File: src/rtl/multicycle_control_fsm_if.sv
// Control bundle between the multicycle MIPS control FSM and its datapath.
// The master side is the FSM; the slave side is the datapath and ALU decoder.
interface multicycle_control_fsm_if #(
  parameter int unsigned RET_CNT_W = 32
);
  logic [5:0]           opcode;
  logic                 zero;
  logic                 mem_ready;
  logic                 pc_en;
  logic                 iord;
  logic                 ir_write;
  logic                 mem_write;
  logic                 reg_write;
  logic                 mem_to_reg;
  logic                 reg_dst;
  logic                 alu_src_a;
  logic [1:0]           alu_src_b;
  logic [1:0]           pc_src;
  logic [1:0]           alu_op;
  logic                 illegal_op;
  logic [3:0]           state_dbg;
  logic [RET_CNT_W-1:0] retired;

  modport master (
    input  opcode, zero, mem_ready,
    output pc_en, iord, ir_write, mem_write, reg_write, mem_to_reg, reg_dst, alu_src_a,
           alu_src_b, pc_src, alu_op, illegal_op, state_dbg, retired
  );

  modport slave (
    output opcode, zero, mem_ready,
    input  pc_en, iord, ir_write, mem_write, reg_write, mem_to_reg, reg_dst, alu_src_a,
           alu_src_b, pc_src, alu_op, illegal_op, state_dbg, retired
  );
endinterface

File: src/rtl/multicycle_control_fsm.sv
// Multicycle MIPS main control FSM: fetch/decode/execute/memory/writeback sequencing.
// Optional macro CTRL_BNE_EN adds a bne state (12) branching on ~zero.
module multicycle_control_fsm #(
  parameter int unsigned RET_CNT_W   = 32,
  parameter bit          USE_MEM_RDY = 1'b1
) (
  input logic                     clk,
  input logic                     reset_n,
  multicycle_control_fsm_if.master bus
);

  typedef enum logic [3:0] {
    StFetch  = 4'd0,
    StDecode = 4'd1,
    StMemAdr = 4'd2,
    StMemRd  = 4'd3,
    StMemWb  = 4'd4,
    StMemWr  = 4'd5,
    StExec   = 4'd6,
    StAluWb  = 4'd7,
    StBranch = 4'd8,
    StAddiEx = 4'd9,
    StAddiWb = 4'd10,
    StJump   = 4'd11,
    StBne    = 4'd12
  } state_e;

  localparam logic [5:0] OpRType = 6'b000000;
  localparam logic [5:0] OpLw    = 6'b100011;
  localparam logic [5:0] OpSw    = 6'b101011;
  localparam logic [5:0] OpBeq   = 6'b000100;
  localparam logic [5:0] OpBne   = 6'b000101;
  localparam logic [5:0] OpAddi  = 6'b001000;
  localparam logic [5:0] OpJ     = 6'b000010;

  state_e               state_q, state_d;
  logic [RET_CNT_W-1:0] retired_q, retired_d;

  logic       rdy;
  logic       pc_write, branch, branch_ne, terminal;
  logic       iord, ir_write, mem_write, reg_write, mem_to_reg, reg_dst, alu_src_a;
  logic       illegal_op;
  logic [1:0] alu_src_b, pc_src, alu_op;

  assign rdy = USE_MEM_RDY ? bus.mem_ready : 1'b1;

  always_comb begin
    state_d    = StFetch;
    pc_write   = 1'b0;
    branch     = 1'b0;
    branch_ne  = 1'b0;
    terminal   = 1'b0;
    iord       = 1'b0;
    ir_write   = 1'b0;
    mem_write  = 1'b0;
    reg_write  = 1'b0;
    mem_to_reg = 1'b0;
    reg_dst    = 1'b0;
    alu_src_a  = 1'b0;
    alu_src_b  = 2'b00;
    pc_src     = 2'b00;
    alu_op     = 2'b00;
    illegal_op = 1'b0;

    unique case (state_q)
      StFetch: begin
        alu_src_b = 2'b01;
        ir_write  = rdy;
        pc_write  = rdy;
        state_d   = rdy ? StDecode : StFetch;
      end
      StDecode: begin
        alu_src_b = 2'b11;
        unique case (bus.opcode)
          OpLw, OpSw: state_d = StMemAdr;
          OpRType:    state_d = StExec;
          OpBeq:      state_d = StBranch;
          OpAddi:     state_d = StAddiEx;
          OpJ:        state_d = StJump;
`ifdef CTRL_BNE_EN
          OpBne:      state_d = StBne;
`endif
          default: begin
            illegal_op = 1'b1;
            state_d    = StFetch;
          end
        endcase
      end
      StMemAdr: begin
        alu_src_a = 1'b1;
        alu_src_b = 2'b10;
        if (bus.opcode == OpLw) begin
          state_d = StMemRd;
        end else if (bus.opcode == OpSw) begin
          state_d = StMemWr;
        end
      end
      StMemRd: begin
        iord    = 1'b1;
        state_d = rdy ? StMemWb : StMemRd;
      end
      StMemWb: begin
        reg_write  = 1'b1;
        mem_to_reg = 1'b1;
        terminal   = 1'b1;
      end
      StMemWr: begin
        iord      = 1'b1;
        mem_write = 1'b1;
        terminal  = 1'b1;
        state_d   = rdy ? StFetch : StMemWr;
      end
      StExec: begin
        alu_src_a = 1'b1;
        alu_op    = 2'b10;
        state_d   = StAluWb;
      end
      StAluWb: begin
        reg_write = 1'b1;
        reg_dst   = 1'b1;
        terminal  = 1'b1;
      end
      StBranch: begin
        alu_src_a = 1'b1;
        alu_op    = 2'b01;
        pc_src    = 2'b01;
        branch    = 1'b1;
        terminal  = 1'b1;
      end
      StAddiEx: begin
        alu_src_a = 1'b1;
        alu_src_b = 2'b10;
        state_d   = StAddiWb;
      end
      StAddiWb: begin
        reg_write = 1'b1;
        terminal  = 1'b1;
      end
      StJump: begin
        pc_src   = 2'b10;
        pc_write = 1'b1;
        terminal = 1'b1;
      end
`ifdef CTRL_BNE_EN
      StBne: begin
        alu_src_a = 1'b1;
        alu_op    = 2'b01;
        pc_src    = 2'b01;
        branch_ne = 1'b1;
        terminal  = 1'b1;
      end
`endif
      default: state_d = StFetch;
    endcase
  end

  // Count only completed instructions; an illegal decode returns to fetch uncounted.
  assign retired_d = (terminal && (state_d == StFetch)) ? retired_q + 1'b1 : retired_q;

  always_ff @(posedge clk or negedge reset_n) begin
    if (!reset_n) begin
      state_q   <= StFetch;
      retired_q <= '0;
    end else begin
      state_q   <= state_d;
      retired_q <= retired_d;
    end
  end

  // Outputs are forced low while reset is held so no enable leaks out of FETCH.
  assign bus.pc_en      = reset_n & (pc_write | (branch & bus.zero) | (branch_ne & ~bus.zero));
  assign bus.iord       = reset_n & iord;
  assign bus.ir_write   = reset_n & ir_write;
  assign bus.mem_write  = reset_n & mem_write;
  assign bus.reg_write  = reset_n & reg_write;
  assign bus.mem_to_reg = reset_n & mem_to_reg;
  assign bus.reg_dst    = reset_n & reg_dst;
  assign bus.alu_src_a  = reset_n & alu_src_a;
  assign bus.alu_src_b  = reset_n ? alu_src_b : 2'b00;
  assign bus.pc_src     = reset_n ? pc_src : 2'b00;
  assign bus.alu_op     = reset_n ? alu_op : 2'b00;
  assign bus.illegal_op = reset_n & illegal_op;
  assign bus.state_dbg  = state_q;
  assign bus.retired    = retired_q;

endmodule

File: src/flat_wrapper.sv
// flat-port wrapper written by rule: the top's interface ports become plain ports
module multicycle_control_fsm_flat 
#(
  parameter int unsigned RET_CNT_W   = 32,
  parameter bit          USE_MEM_RDY = 1'b1
)
  (clk, reset_n, bus_opcode, bus_zero, bus_mem_ready, bus_pc_en, bus_iord, bus_ir_write, bus_mem_write, bus_reg_write, bus_mem_to_reg, bus_reg_dst, bus_alu_src_a, bus_alu_src_b, bus_pc_src, bus_alu_op, bus_illegal_op, bus_state_dbg, bus_retired);
  multicycle_control_fsm_if #(.RET_CNT_W(RET_CNT_W)) bus_i ();
  input logic clk;
  input logic reset_n;
  input wire logic [$bits(bus_i.opcode)-1:0] bus_opcode;
  input wire logic [$bits(bus_i.zero)-1:0] bus_zero;
  input wire logic [$bits(bus_i.mem_ready)-1:0] bus_mem_ready;
  output wire logic [$bits(bus_i.pc_en)-1:0] bus_pc_en;
  output wire logic [$bits(bus_i.iord)-1:0] bus_iord;
  output wire logic [$bits(bus_i.ir_write)-1:0] bus_ir_write;
  output wire logic [$bits(bus_i.mem_write)-1:0] bus_mem_write;
  output wire logic [$bits(bus_i.reg_write)-1:0] bus_reg_write;
  output wire logic [$bits(bus_i.mem_to_reg)-1:0] bus_mem_to_reg;
  output wire logic [$bits(bus_i.reg_dst)-1:0] bus_reg_dst;
  output wire logic [$bits(bus_i.alu_src_a)-1:0] bus_alu_src_a;
  output wire logic [$bits(bus_i.alu_src_b)-1:0] bus_alu_src_b;
  output wire logic [$bits(bus_i.pc_src)-1:0] bus_pc_src;
  output wire logic [$bits(bus_i.alu_op)-1:0] bus_alu_op;
  output wire logic [$bits(bus_i.illegal_op)-1:0] bus_illegal_op;
  output wire logic [$bits(bus_i.state_dbg)-1:0] bus_state_dbg;
  output wire logic [$bits(bus_i.retired)-1:0] bus_retired;
  assign bus_i.opcode = bus_opcode;
  assign bus_i.zero = bus_zero;
  assign bus_i.mem_ready = bus_mem_ready;
  assign bus_pc_en = bus_i.pc_en;
  assign bus_iord = bus_i.iord;
  assign bus_ir_write = bus_i.ir_write;
  assign bus_mem_write = bus_i.mem_write;
  assign bus_reg_write = bus_i.reg_write;
  assign bus_mem_to_reg = bus_i.mem_to_reg;
  assign bus_reg_dst = bus_i.reg_dst;
  assign bus_alu_src_a = bus_i.alu_src_a;
  assign bus_alu_src_b = bus_i.alu_src_b;
  assign bus_pc_src = bus_i.pc_src;
  assign bus_alu_op = bus_i.alu_op;
  assign bus_illegal_op = bus_i.illegal_op;
  assign bus_state_dbg = bus_i.state_dbg;
  assign bus_retired = bus_i.retired;
  multicycle_control_fsm #(.RET_CNT_W(RET_CNT_W), .USE_MEM_RDY(USE_MEM_RDY)) u_core (.clk(clk), .reset_n(reset_n), .bus(bus_i));
endmodule
File: config.mk
export PLATFORM = sky130hd
export DESIGN_NAME = multicycle_control_fsm_flat
export DESIGN_NICKNAME = d
export VERILOG_FILES = /design/src/rtl/multicycle_control_fsm_if.sv /design/src/rtl/multicycle_control_fsm.sv /design/src/flat_wrapper.sv
export SDC_FILE = /design/constraint.sdc
export NUM_CORES = 1
export LEC_CHECK = 0
export ABC_AREA = 0
export CAP_MARGIN = 20
export CORE_MARGIN = 1
export CORE_UTILIZATION = 40
export CTS_CLUSTER_DIAMETER = 120
export DETAILED_ROUTE_END_ITERATION = 12
export PLACE_DENSITY = 0.73
export RECOVER_POWER = 25
export SYNTH_ARGS = -nofsm -noshare
export SYNTH_HDL_FRONTEND = slang
export SYNTH_SLANG_ARGS = --single-unit
File: constraint.sdc
create_clock -name clk -period 1.9 [get_ports clk]
set_input_delay 0.38 -clock clk [delete_from_list [all_inputs] [get_ports clk]]
set_output_delay 0.38 -clock clk [all_outputs]
set_load 0.005 [all_outputs]
### Word level (Yosys, flattened, before mapping)

Index checks and enable logic that the tools add are counted.

| storage, ports and cells | value |
|---|---|
| bits in registers | 36 |
| bits in latches | 0 |
| RAM bits | 0 |
| bits in read-only memories | 0 |
| output and inout bits | 51 |
| logic and storage cells | 66 |
| memories kept | 0 |

| cells by class | value |
|---|---|
| add/subtract/negate cells | 1 |
| multiply operators | 0 |
| div/mod/pow operators | 0 |
| order comparisons | 0 |
| equal/unequal tests | 16 |
| shift operators | 0 |
| muxes and demuxes | 25 |
| bitwise gates (word level) | 11 |
| reduce and logical (&&, ||, !) cells | 11 |

Operator list:

| cell | count |
|---|---|
| adder 32 x 1 -> 32 bit (second input constant) | 1 |
| case mux 4 bit (7 select lines) | 1 |
| case mux 4 bit (5 select lines) | 1 |
| == test 4 x 3 -> 1 bit (second input constant) | 4 |
| == test 4 bit (second input constant) | 4 |
| == test 6 bit (second input constant) | 2 |
| two-way mux 1 bit | 12 |
| OR reduction 6 bit | 2 |
| bitwise AND 1 bit | 10 |
| two-way mux 3 bit | 3 |
| == test 4 x 2 -> 1 bit (second input constant) | 2 |
| logical NOT 4 bit | 2 |
| case mux 2 bit (2 select lines) | 2 |
| == test 6 x 2 -> 1 bit (second input constant) | 1 |
| == test 6 x 3 -> 1 bit (second input constant) | 1 |
| == test 6 x 4 -> 1 bit (second input constant) | 1 |
| logical NOT 6 bit | 1 |
| two-way mux 2 bit | 3 |
| case mux 2 bit (3 select lines) | 1 |
| OR reduction 2 bit | 3 |
| == test 4 x 1 -> 1 bit (second input constant) | 1 |
| two-way mux 4 bit | 1 |
| OR reduction 4 bit | 1 |
| OR reduction 3 bit | 1 |
| 3 further kinds | 3 |

### Longest topological paths before layout

| logic depth | value |
|---|---|
| word-level depth | 6 |
| gate-level depth with buffers | 8 |
| depth with buffers taken out | 5 |

### Worst setup path before layout

Ideal clock, no wire load.

| timing path | value |
|---|---|
| path type | input port to flip-flop |
| start point | in bus_opcode[5] |
| end point | reg u_core.retired_q[24] (netlist: u_core.bus.retired[24]) |
| arrival | 1.833 ns |
| required time | 1.773 ns |
| setup slack | -0.060 ns |
| stages | 7 |
| path buffers | 2 |
| path through | or4_4 nor4_4 or4b_1 buf_4 buf_8 nor3_4 xor2_1 |

| on the way | value |
|---|---|
| word-level cells in the longest chain between the ends | 6 |

RTL lines:

| item | line | text |
|---|---|---|
| start, declared | flat_wrapper.sv:11 | `input wire logic [$bits(bus_i.opcode)-1:0] bus_opcode;` |
| == test 6 bit (on tied branches) | multicycle_control_fsm.sv:74, multicycle_control_fsm.sv:94, multicycle_control_fsm.sv:92 |  |
| OR reduction 2 bit or two-way mux 3 bit (tied branches) | multicycle_control_fsm.sv:74, multicycle_control_fsm.sv:94 |  |
| case mux 4 bit (5 select lines) or two-way mux 4 bit (tied branches) | multicycle_control_fsm.sv:74, multicycle_control_fsm.sv:92 |  |
| case mux 4 bit (7 select lines) * | multicycle_control_fsm.sv:65 | `unique case (state_q)` |
| logical NOT 4 bit * | multicycle_control_fsm.sv:158 | `assign retired_d = (terminal && (state_d == StFetch)) ? retired_q + 1'b1 : retired_q;` |
| logical AND 1 bit * | multicycle_control_fsm.sv:158 |  |
| end signal, assigned | multicycle_control_fsm.sv:166 | `retired_q <= retired_d;` |
| end, declared | multicycle_control_fsm.sv:37 | `logic [RET_CNT_W-1:0] retired_q, retired_d;` |

Every way passes the cells marked *; elsewhere a longest branch is shown, timed or not.
A chain may end at the register's enable or synchronous reset.

### Worst setup path in the final report

| timing path | value |
|---|---|
| start point | reg u_core.state_q[3] (netlist: u_core.bus.state_dbg[3]) |
| end point | reg u_core.retired_q[26] (netlist: u_core.bus.retired[26]) |

| on the way | value |
|---|---|
| word-level cells in the longest chain between the ends | 4 |

RTL lines:

| item | line | text |
|---|---|---|
| start, declared | multicycle_control_fsm.sv:36 | `state_e state_q, state_d;` |
| start signal, assigned | multicycle_control_fsm.sv:162 | `state_q <= StFetch;` |
| start signal, assigned | multicycle_control_fsm.sv:165 | `state_q <= state_d;` |
| == test 4 bit, or another cell as far along | multicycle_control_fsm.sv:65 |  |
| case mux 4 bit (7 select lines) or OR reduction 6 bit (tied branches) | -- |  |
| logical NOT 4 bit or two-way mux 1 bit (tied branches) | multicycle_control_fsm.sv:158, multicycle_control_fsm.sv:65 |  |
| logical AND 1 bit * | multicycle_control_fsm.sv:158 |  |

Marks and branches as above.

==> flow_summary.ini <==
[global_route]
grt_max_degree = 28
overflow = 0
grt_pass1_wl_um = 10600
grt_pass1_vias = 2218
grt_antenna_before_repair = 0
grt_usage_pct = 25.4

[worst_hold_path]
min-delay-path-class = in2async

[drt]
viasPerCell = 5.29
routed_wl_um = 7040
drt-pass1-iter-count = 4
drtAntennaViolNets = 0
vias = 2253
remaining_drc_errors = 0
avgRoutedWirePerCell_um = 16.5
drtIter0Drc = 145

[logic_synthesis]
synthFlopType = dfrtp_1
synthTopCellsByArea = dfrtp_1 42%, xnor2_1 6.9%, xor2_1 6.9%, nor3_1 3.5%, nor3_2 3.3%
synthArstFlopShare_pct = 100
synth.most_common_cell = dfrtp_1
synthCells = 224
synth_top_area_share_pct = 41.9
yosysWarnings = 0
syn_avg_cell_area_um2 = 9.59
synth_edf_count = 0
yosys-top-cells-count = 36 x dfrtp_1, 18 x nor2_1, 17 x xnor2_1, 17 x xor2_1, 16 x nand2_1
syn-num-nets = 235
synth.distinct_cells = 50
syn_area_um2 = 2150
yosysSeqAreaShare_pct = 41.9
ys_ff_latch = 36
yosys.area.top_type = dfrtp_1

[cts]
cts_buffer_depth = 2
hold_buffers = 0
cts_tree = built
htree_levels = 2
clock_latency_ns = 0.29
clk_pin_slew_ns = 0.07
root_buffer = clkbuf_8
clock-sinks = 36
cts_made_buffers = 5

[final_layout]
final_cells = 426
syn_to_final_growth_pct = 75.0
final_nets = 366
utilization_pct = 73.1
antennaDiodeCount = 0
fin_area_um2 = 3760
drive_above_1_share_pct = 44.7

[sta]
layout_min_cycle_time_ns = 2.04
finalSetupViolCount = 30
setup_tns_ns = -1.73
hold_slack_ns = 0.417
fin_ws_ns = -0.138
report.final.slew_viol_count = 0
worst_pin_slew_ns = 0.696
slew_headroom_pct = 53.6
max_freq_mhz = 491
timing.final.crit_share_pct = 107
finalHoldViolations = 0
rsz0062_at_grt = true
skew_ns = 0.00616

[floorplanning]
die_area_um2 = 5670
core_area_um2 = 5140
floorplan.initialDensity_pct = 41.8
fp.dieW_um = 75.3
num_io_pins = 61
die_y_um = 75.3
rows = 26

[pwr]
power_mw = 2.35
intPower_mw = 1.59
power_frac_comb_pct = 38.7
switching_power_mw = 0.758
power.leakage_nw = 1.88
p_per_area_nw_per_um2 = 626
seq_power_share_pct = 37.1
switching_share_pct = 32.2
clkPwrFrac_pct = 24.2
ir_drop_uv = 563

[status]
violations = setup timing
status = finished, violations left

[placed_design]
place_inst = 397
dp_slack_ns = -0.528
gp_congestion = 0.854
port_buffers = 60
placed_cell_area_um2 = 3190
hpwl_um = 4330

[critical_path]
crit_buf_inv = 3
path_delay_family = simple AND/OR/NAND/NOR gates
crit_type = reg2reg
critPathSlowestCell = or4b_4
crit_required_ns = 2.10
arrival_ns = 2.24
end_kind = flip-flop
path_cells = buf_6 -> buf_6 -> or3_4 -> nor4_4 -> or4b_4 -> buf_12 -> nor3b_4 -> xor2_1
crit_top_cell = buf_6
crit_path_max_incr_delay_ns = 0.61
crit_fanout = 8
startpoint_type = flip-flop

[flow_run]
cap_violations = 0
## power groups by stage
stage | combinational, mW | clock (mW) | sequential (mW)
floorplan | 0.287 | 0 | 0.893
global placement | 0.666 | 0 | 0.875
detailed placement | 0.680 | 0 | 0.877
CTS | 0.837 | 0.566 | 0.866
global route | 0.966 | 0.619 | 0.879
finish | 0.910 | 0.568 | 0.873
## worst reg2reg max path, stage by stage (launching register included)
cell	delay [ns]
dfrtp_1	0.40
buf_6	0.12
buf_6	0.11
or3_4	0.13
nor4_4	0.04
or4b_4	0.61
buf_12	0.18
nor3b_4	0.18
xor2_1	0.19
## layer usage
metal	share of wire, %	track usage (%)	up-vias
met5	0	0	-
met4	1.9	9.26	0
met3	6.3	5.49	16
met2	50	40.6	95
met1	42	33.9	1091
li1	-	-	1051
## layout make-up
cell class | count | area, um^2
clock buffers | 8 | 90.1
fillers | 345 | 1380
inverters | 11 | 41.3
multi-input cells | 166 | 1480
flip-flops and latches | 36 | 903
well taps | 70 | 87.6
repair buffers | 135 | 1160
## layout by cell type, fill, tap and decap left out, drive strengths merged, types with 5 or more instances in the layout
cell type      instances
inv                   11
xnor2                 17
clkbuf                20
nand3                  6
dfrtp                 36
nor2                  18
nand2b                 5
and3                   8
xor2                  17
clkdlybuf4s50         38
nand4                  7
nand2                 17
nor4                  10
nor3                  23
buf                   80
## state kept, by name (all words and copies together), names as in the netlist
signal	count
u_core.bus.retired	32
u_core.bus.state_dbg	4
## what timing repair did
action,in CTS,in global routing
gates cloned,1,0
endpoints found under the setup margin,41,43
pin swaps,25,19
buffers inserted,18,2
resized for setup,110,41
## path summary, 6_finish.rpt
check,startpoint,endpoint,slack (ns),cells past startpoint
min in group clk,u_core.bus.retired[31],u_core.bus.retired[31],0.46,1
max reg2reg,u_core.bus.state_dbg[3],u_core.bus.retired[26],-0.14,8
min reg2reg,u_core.bus.retired[31],u_core.bus.retired[31],0.46,1
max in group asynchronous,reset_n,u_core.bus.retired[8],0.40,3
min,reset_n,u_core.bus.retired[0],0.42,2
max,u_core.bus.state_dbg[3],u_core.bus.retired[26],-0.14,8
## cells by family (layout without fill, tap and decap cells)
group / after synthesis / after routing / synth area share [%]
AND/OR/NAND/NOR: 109 / 109 / 31.0
flip-flops: 36 / 36 / 41.9
XOR/XNOR: 34 / 34 / 13.9
buffers and inverters: 22 / 154 / 5.36
AO/OA/AOI/OAI: 20 / 20 / 6.23
multiplexers: 2 / 2 / 0.990
adder cells (fa/ha/maj): 1 / 1 / 0.582
(Power assumes the default switching activity.)
